## src/rtl/rr_hold_arbiter.sv

```systemverilog
// Multi-cycle round-robin arbiter with grant hold, bounded bursts and zero-bubble hand-over.
// Optional macro RR_ARB_GNT_ID_EN adds gnt_id_o, the registered binary index of the owner.
module rr_hold_arbiter #(
  parameter  int N         = 32,
  parameter  int MAX_BURST = 8,
  localparam int IW        = $clog2(N),
  localparam int BW        = $clog2(MAX_BURST + 1)
) (
  input  logic          clk,
  input  logic          reset,
  input  logic [N-1:0]  req_i,
  output logic [N-1:0]  gnt_o,
  output logic          busy_o,
`ifdef RR_ARB_GNT_ID_EN
  output logic [IW-1:0] gnt_id_o,
`endif
  output logic [0:0]    dbg_state_o,
  output logic [IW-1:0] dbg_ptr_o
);

  // Handshake: a requester raises req_i[i] and holds it for the whole transfer;
  // it owns the resource in every cycle gnt_o[i]=1 while req_i[i]=1, and must
  // ignore gnt_o[i] in the single cycle after it drops req_i[i].

  localparam logic [0:0] IDLE = 1'b0;
  localparam logic [0:0] OWN  = 1'b1;

  logic [0:0]    state_q, state_d;
  logic [IW-1:0] own_q, own_d;
  logic [IW-1:0] ptr_q, ptr_d;
  logic [BW-1:0] cnt_q, cnt_d;
  logic [N-1:0]  gnt_q, gnt_d;
  logic          busy_q, busy_d;

  logic          others, expire, keep;
  logic [IW-1:0] next_start, search_start;
  logic [IW:0]   pick;

  // Returns {found, index} of the first set bit at start, start+1, ... with wrap.
  function automatic logic [IW:0] rr_pick(input logic [N-1:0] req, input logic [IW-1:0] start);
    logic          found;
    logic [IW-1:0] idx;
    logic [IW-1:0] cand;
    found = 1'b0;
    idx   = '0;
    for (int i = 0; i < N; i++) begin
      cand = IW'((int'(start) + i) % N);
      if (!found && req[cand]) begin
        found = 1'b1;
        idx   = cand;
      end
    end
    return {found, idx};
  endfunction

  always_comb begin
    state_d = state_q;
    own_d   = own_q;
    ptr_d   = ptr_q;
    cnt_d   = cnt_q;

    others       = |(req_i & ~(N'(1) << own_q));
    expire       = (cnt_q == BW'(MAX_BURST)) && others;
    keep         = req_i[own_q] && !expire;
    next_start   = (own_q == IW'(N - 1)) ? '0 : own_q + IW'(1);
    search_start = (state_q == IDLE) ? ptr_q : next_start;
    pick         = rr_pick(req_i, search_start);

    case (state_q)
      IDLE: begin
        if (pick[IW]) begin
          state_d = OWN;
          own_d   = pick[IW-1:0];
          cnt_d   = BW'(1);
        end
      end
      OWN: begin
        if (keep) begin
          if (cnt_q != BW'(MAX_BURST)) cnt_d = cnt_q + BW'(1);
        end else begin
          // On expiry the wrapped search reaches the owner last, so a waiter always wins.
          ptr_d = next_start;
          if (pick[IW]) begin
            own_d = pick[IW-1:0];
            cnt_d = BW'(1);
          end else begin
            state_d = IDLE;
            cnt_d   = '0;
          end
        end
      end
      default: begin
        state_d = IDLE;
        cnt_d   = '0;
      end
    endcase

    gnt_d  = (state_d == OWN) ? (N'(1) << own_d) : '0;
    busy_d = (state_d == OWN);
  end

  always_ff @(posedge clk or posedge reset) begin
    if (reset) begin
      state_q <= IDLE;
      own_q   <= '0;
      ptr_q   <= '0;
      cnt_q   <= '0;
      gnt_q   <= '0;
      busy_q  <= 1'b0;
    end else begin
      state_q <= state_d;
      own_q   <= own_d;
      ptr_q   <= ptr_d;
      cnt_q   <= cnt_d;
      gnt_q   <= gnt_d;
      busy_q  <= busy_d;
    end
  end

`ifdef RR_ARB_GNT_ID_EN
  logic [IW-1:0] gnt_id_q;

  always_ff @(posedge clk or posedge reset) begin
    if (reset) gnt_id_q <= '0;
    else       gnt_id_q <= (state_d == OWN) ? own_d : '0;
  end

  assign gnt_id_o = gnt_id_q;
`endif

  assign gnt_o       = gnt_q;
  assign busy_o      = busy_q;
  assign dbg_state_o = state_q;
  assign dbg_ptr_o   = ptr_q;

endmodule
```

## config.mk

```make
export PLATFORM = sky130hd
export DESIGN_NAME = rr_hold_arbiter
export DESIGN_NICKNAME = d
export VERILOG_FILES = /design/src/rtl/rr_hold_arbiter.sv
export SDC_FILE = /design/constraint.sdc
export NUM_CORES = 1
export LEC_CHECK = 0
export ABC_AREA = 1
export BUFFER_PORTS_ARGS = -buffer_cell sky130_fd_sc_hd__buf_2
export CAP_MARGIN = 10
export CORE_ASPECT_RATIO = 0.5
export CORE_MARGIN = 2
export CORE_UTILIZATION = 60
export DETAILED_ROUTE_END_ITERATION = 8
export PLACE_DENSITY = 0.81
export RECOVER_POWER = 50
export SLEW_MARGIN = 20
export SYNTH_ARGS = -nofsm -noshare
export SYNTH_HDL_FRONTEND = slang
export SYNTH_SLANG_ARGS = --single-unit
export TNS_END_PERCENT = 100
```

## constraint.sdc

```tcl
create_clock -name clk -period 6.6 [get_ports clk]
set_input_delay 0.66 -clock clk [delete_from_list [all_inputs] [get_ports clk]]
set_output_delay 0.66 -clock clk [all_outputs]
set_load 0.01 [all_outputs]
```

After elaboration in Yosys (flattened, before gate mapping)
Index checks and enable logic that the tools add are counted.
- memories kept: 0
- bits in writable memories: 0
- memory bits (read-only): 0
- bits in registers: 47
- latch bits: 0
- input port bits: 34
- muxes and demuxes: 144
- divide/modulo/power cells: 0
- reduce and logical (&&, ||, !) cells: 68
- equal/unequal tests: 5
- shift-type cells: 2
- order comparisons: 33
- bitwise operators: 4
- multipliers: 0
- add/sub/neg operators: 33
- operator list (operator ; count):
    < comparator 5 x 6 -> 1 bit, second input constant ; 33
    2-to-1 mux 5 bit ; 36
    binary-select mux 1 bit (select 5 bit) ; 33
    adder 5 bit, second input constant ; 16
    2-to-1 mux 1 bit ; 68
    left shift 1 x 5 -> 32 bit, first input constant ; 2
    adder 5 x 4 -> 5 bit, second input constant ; 8
    logical AND 1 bit ; 33
    AND 32 bit ; 1
    zero test 1 bit ; 32
    2-to-1 mux 32 bit ; 1
    inverter 32 bit ; 1
    OR reduction 32 bit ; 1
    adder 5 x 3 -> 5 bit, second input constant ; 4
    2-to-1 mux 4 bit ; 3
    adder 5 x 1 -> 5 bit, second input constant ; 2
    adder 5 x 2 -> 5 bit, second input constant ; 2
    one-hot mux 5 bit (2 select lines) ; 1
    one-hot mux 4 bit (2 select lines) ; 1
    equality test 5 bit, second input constant ; 1
    adder 4 x 1 -> 4 bit, second input constant ; 1
    equality test 4 bit, second input constant ; 1
    inequality test 4 bit, second input constant ; 1
    AND reduction 2 bit ; 2
    4 further kinds ; 5

Depth between registers and ports, before layout
- depth in word-level cells: 104
- mapped depth: 48
- gate-level depth less buffers: 44

Least setup slack after synthesis
No wires, ideal clock.
- kind: reg-to-reg
- start point: register own_q[1]
- end point: register gnt_q[0], in the netlist gnt_o[0]
- buffers on the path: 5
- cell stages (with the launch flop): 44
- path slack: 0.512 ns
- data arrival time: 5.972 ns
- required time: 6.484 ns
- cell sequence: dfrtp_1 > clkbuf_1 > clkinv_1 > ha_1 > inv_1 > nand2_1 > o21ai_2 > inv_2 > clkbuf_1 > clkbuf_1 > ha_1 > inv_1 > nand3_1 > nand2_1 > inv_2 > buf_2 > nand3_1 > nand3_1 > [... 8 more ...] > nand4_2 > nor2_4 > nand4_2 > nor2_4 > nand4_2 > nor2_4 > nand4_4 > nor2_8 > nand3_2 > nand2_1 > inv_1 > nand3_1 > nand2_1 > nand3_2 > nand2_1 > nand2_2 > buf_6 > nor2_1
- cells in the longest elaborated chain, start to end: 104
- elaborated cells on any way between the ends: 242
- those cells by class: 32 x add/sub; 1 x eq/ne; 2 x shift; 139 x mux; 2 x bitwise; 66 x reduce/logical
- RTL lines (item ; line ; RTL):
    start, declared ; 29 ; logic [IW-1:0] own_q, own_d;
    start signal, assigned ; 112 ; own_q <= own_d;
    adder 5 x 1 -> 5 bit or equality test 5 bit (tied branches) ; 65 ; next_start = (own_q == IW'(N - 1)) ? '0 : own_q + IW'(1);
    2-to-1 mux 5 bit (*) ; 65 ;
    net next_start[1] ; 36 ; logic [IW-1:0] next_start, search_start;
    2-to-1 mux 5 bit (*) ; 66 ; search_start = (state_q == IDLE) ? ptr_q : next_start;
    branches (longest 100 deep; another with adder 5 x 1 -> 5 bit) ; -- ;
    2-to-1 mux 32 bit (*) ; 98 ; gnt_d = (state_d == OWN) ? (N'(1) << own_d) : '0;
    net gnt_d[0] ; 32 ; logic [N-1:0] gnt_q, gnt_d;
    end signal, assigned ; 115 ; gnt_q <= gnt_d;
    end, declared ; 32 ;
Mark *: on every way through the listed nets, which the timed path passes. The select of a mux whose other input is x is not followed.
A chain may end at the register's enable or synchronous reset.

Worst setup path in the final report
- start point: register own_q[0]
- end point: register gnt_q[0], in the netlist gnt_o[0]
- elaborated cells on any way between the ends: 242
- those cells by class: 32 x add/sub; 1 x eq/ne; 2 x shift; 139 x mux; 2 x bitwise; 66 x reduce/logical
- RTL lines (item ; line ; RTL):
    branches (longest 101 deep; another with adder 5 x 1 -> 5 bit) ; -- ;
    one-hot mux 1 bit (2 select lines) (*) ; 69 ; case (state_q)
    net busy_d ; 33 ; logic busy_q, busy_d;
    2-to-1 mux 32 bit (*) ; 98 ;
    net gnt_d[0] ; 32 ;
Marked as above.

==> metrics.md <==
| Metric | Value |
|---|---|
| Status | `complete, but fails checks` |
| Violated checks | `design-rule violations, max-capacitance violations, max-slew violations` |
| Worst slew slack as a fraction of its limit | `-0.1303` |
| Area of the mapped netlist | `0.007553 mm2` |
| Clock sink count | `47` |
| Vias after detailed routing | `9680` |
| Buffers and inverters on the worst path | `2` |
| Initial Utilization | `0.6268` |
| Setup slack at placement | `-0.009270 ns` |
| Critical Path Slowest Stage Cell | `dfrtp_1` |
| Skew-Pair Late Insertion Delay | `0.29 ns` |
| Largest stage delay on the critical path | `0.42 ns` |
| Startpoint type of the worst setup path | `flop` |
| Worst setup slack for register-to-register paths | `0.38 ns` |
| Remaining design rule violation count | `6` |
| Post-synthesis to final-layout area growth | `11.71%` |
| Netlist cell types | `55` |
| Antenna violations before repair | `0` |
| Hold Vio Cnt, Final | `0` |
| Post-Syn Nets | `1335` |
| Placer's final routability congestion estimate | `1.121` |
| Data arrival, critical path | `6.43 ns` |
| Detail-routed via count per cell | `6.339` |
| Number of placement rows | `28` |
| Most instantiated library cell after synthesis | `nand2_1` |
| Dominant cells by area after synthesis | `nand2_1, dfrtp_1, nand3_1, nor2_1, inv_1` |
| Inserted Diodes | `0` |
| Detailed router's first-iteration violation count | `1475` |
| Family of cells with the greatest summed delay on the critical path | `simple AND/OR/NAND/NOR gates` |
| Slew at the pin closest to its max-slew limit | `1.694 ns` |
| Commonest cells in the netlist | `nand2_1, nand3_1, nor2_1, inv_1, o21ai_0` |
| GRT met3 Usage | `0.1673` |
| Maximum fanout encountered on the critical timing path | `15` |
| WL per Instance | `19.81 um` |
| Largest net degree at the start of global routing | `48` |
| Met2 GRT Util | `0.6015` |
| Cell accounting for the most synthesized area | `nand2_1` |
| Total setup violations reported at the end of the flow | `0` |
| Sequential element share of the synthesized area | `0.1557` |
| Clk slew on worst S/H paths | `0.07 ns` |
| Final clock skew | `0.006881 ns` |
| Final clock period utilization by the worst path | `0.9431` |
| CTS tree | `built` |
| Portion of synthesized cell area occupied by the leading cell type | `0.1724` |
| Final Worst Setup Slack | `0.3754 ns` |
| Count of flip-flops with a built-in enable after synthesis | `0` |
| Class of the tightest hold or removal check | `flop to flop` |
| Max Cap Violations | `1` |
| Type of element capturing the critical path | `flop` |
| Total global routing overflow | `0` |
| Highest-utilization routing layer at the global route stage | `met1` |
| Die extent in y | `83.34 um` |
| Full die area | `0.01356 mm2` |
| Number of register bits inferred by synthesis | `47` |
| Async set-reset flop share out of synthesis | `1.000` |
| Core footprint | `0.01205 mm2` |
| DP Wirelength | `23200 um` |
| Number of global-route vias before repair | `8461` |
| First-pass GRT wire length | `46010 um` |
| Total Routing Usage GR | `0.4327` |
| Number of buffers created by CTS | `5` |
| Number of pins with negative max-slew slack in the final report | `48` |
| Crit Path Class | `flop to flop` |
| Post-synthesis instance total | `1280` |
| Upper clock frequency limit | `160.7 MHz` |
| Clock root cell | `clkbuf_16` |
| Quantity of I/O buffers inserted on ports | `72` |
| Cell mode on critical path | `nor2_1` |
| Global-route track usage on met1 | `0.6133` |
| Ys flop type | `dfrtp_1` |
| Antenna-violating nets left | `0` |
| Maximum level of the CTS H-tree | `2` |
| Mean post-synth cell area | `5.901 um2` |
| Final worst path period need | `6.225 ns` |
| I/O pin total | `73` |
| First-pass DRT Iterations | `9` |
| Fraction of final layout cells sized beyond drive strength 1 | `0.1659` |
| WL final | `30240 um` |
| Required time at the endpoint of the critical path | `6.80 ns` |
| X dimension of the die | `162.7 um` |
| Number of nets at the end of the flow | `1416` |
| Yosys warning total | `0` |
| Maximum buffer depth of the clock tree | `2` |
-- cell usage in the layout, fill, tap and decap left out, drive strengths merged, types with 20 or more instances in the layout --
cell and count:
clkbuf 24, a21oi 41, buf 101, nand3 249, o21ai 87, nand4 39, inv 138, dfrtp 47
nand2 367, nor2 153, ha 21, xor2 20
-- through the flow --
| stage | setup TNS, ns | cell area (um2) | hold WS (ns) | std cells | util |
|---|---|---|---|---|---|
| 6_report | 0 | 8438 | 0.5792 | 1527 | 0.7002 |
| 5_1_grt | -0.3401 | 8438 | 0.5878 | 1527 | 0.7002 |
| 4_1_cts | 0 | 8227 | 0.5684 | 1512 | 0.6826 |
| 3_5_place_dp | -0.009270 | 8070 | 0.5508 | 1504 | 0.6696 |
| 3_3_place_gp | 0 | 8070 | 0.4900 | 1504 | 0.6696 |
| 2_1_floorplan | 0 | 7553 | 0.5174 | 1280 | - |
-- kinds of logic after synthesis --
group	share of synthesized area
AO/OA/AOI/OAI	0.1226
XOR/XNOR	0.03098
flip-flops	0.1557
adder cells (fa/ha/maj)	0.03479
buffers and inverters	0.1100
AND/OR/NAND/NOR	0.5460
-- worst reg2reg max path, delay by kind of cell (launching register included) --
| kind | cells | cell delay, ns |
|---|---|---|
| flip-flops | 1 | 0.42 |
| adder cells (fa/ha/maj) | 3 | 0.86 |
| AND/OR/NAND/NOR | 26 | 3.73 |
| AO/OA/AOI/OAI | 4 | 0.81 |
| buffers and inverters | 2 | 0.32 |
-- area by class of cell --
type                       count  area [um2]
multi-input combinational   1046        5634
fill                        1116        3613
sequential                    47        1177
timing repair buffer         119       723.2
inverter                     142       544.3
tap                          165       206.4
clock buffer                   6       138.9
clock inverter                 2       13.76
-- worst paths after layout --
path | startpoint | endpoint | depth (start not counted)
max | own_q[0] | gnt_o[0] | 35
min reg2reg | dbg_ptr_o[3] | dbg_ptr_o[3] | 2
max in group asynchronous | reset | own_q[1] | 2
max reg2reg | own_q[0] | gnt_o[0] | 35
min in group asynchronous | reset | gnt_o[15] | 2
min | dbg_ptr_o[3] | dbg_ptr_o[3] | 2
-- registers in the layout, indices dropped and copies added, names as in the netlist --
signal and cells:
busy_o 1, cnt_q 4, dbg_ptr_o 5, gnt_o 32, own_q 5
-- metal layers --
metal  up-vias  wire, um
met2       759     11890
met4         0      1117
met1      4379     12270
met5         -         0
li1       4417         -
met3       125      4964
-- timing repair --
item | 4_1_cts | 5_1_grt
setup buffers | 0 | 15
resized for setup | 1 | 22
pin swaps | 0 | 4
hold endpoints to repair | 0 | 0
endpoints found under the setup margin | 5 | 40
hold buffers | 0 | 0
Power is not shown: default switching activity piles up to over one toggle a cycle in this logic, so the estimate is an artifact.
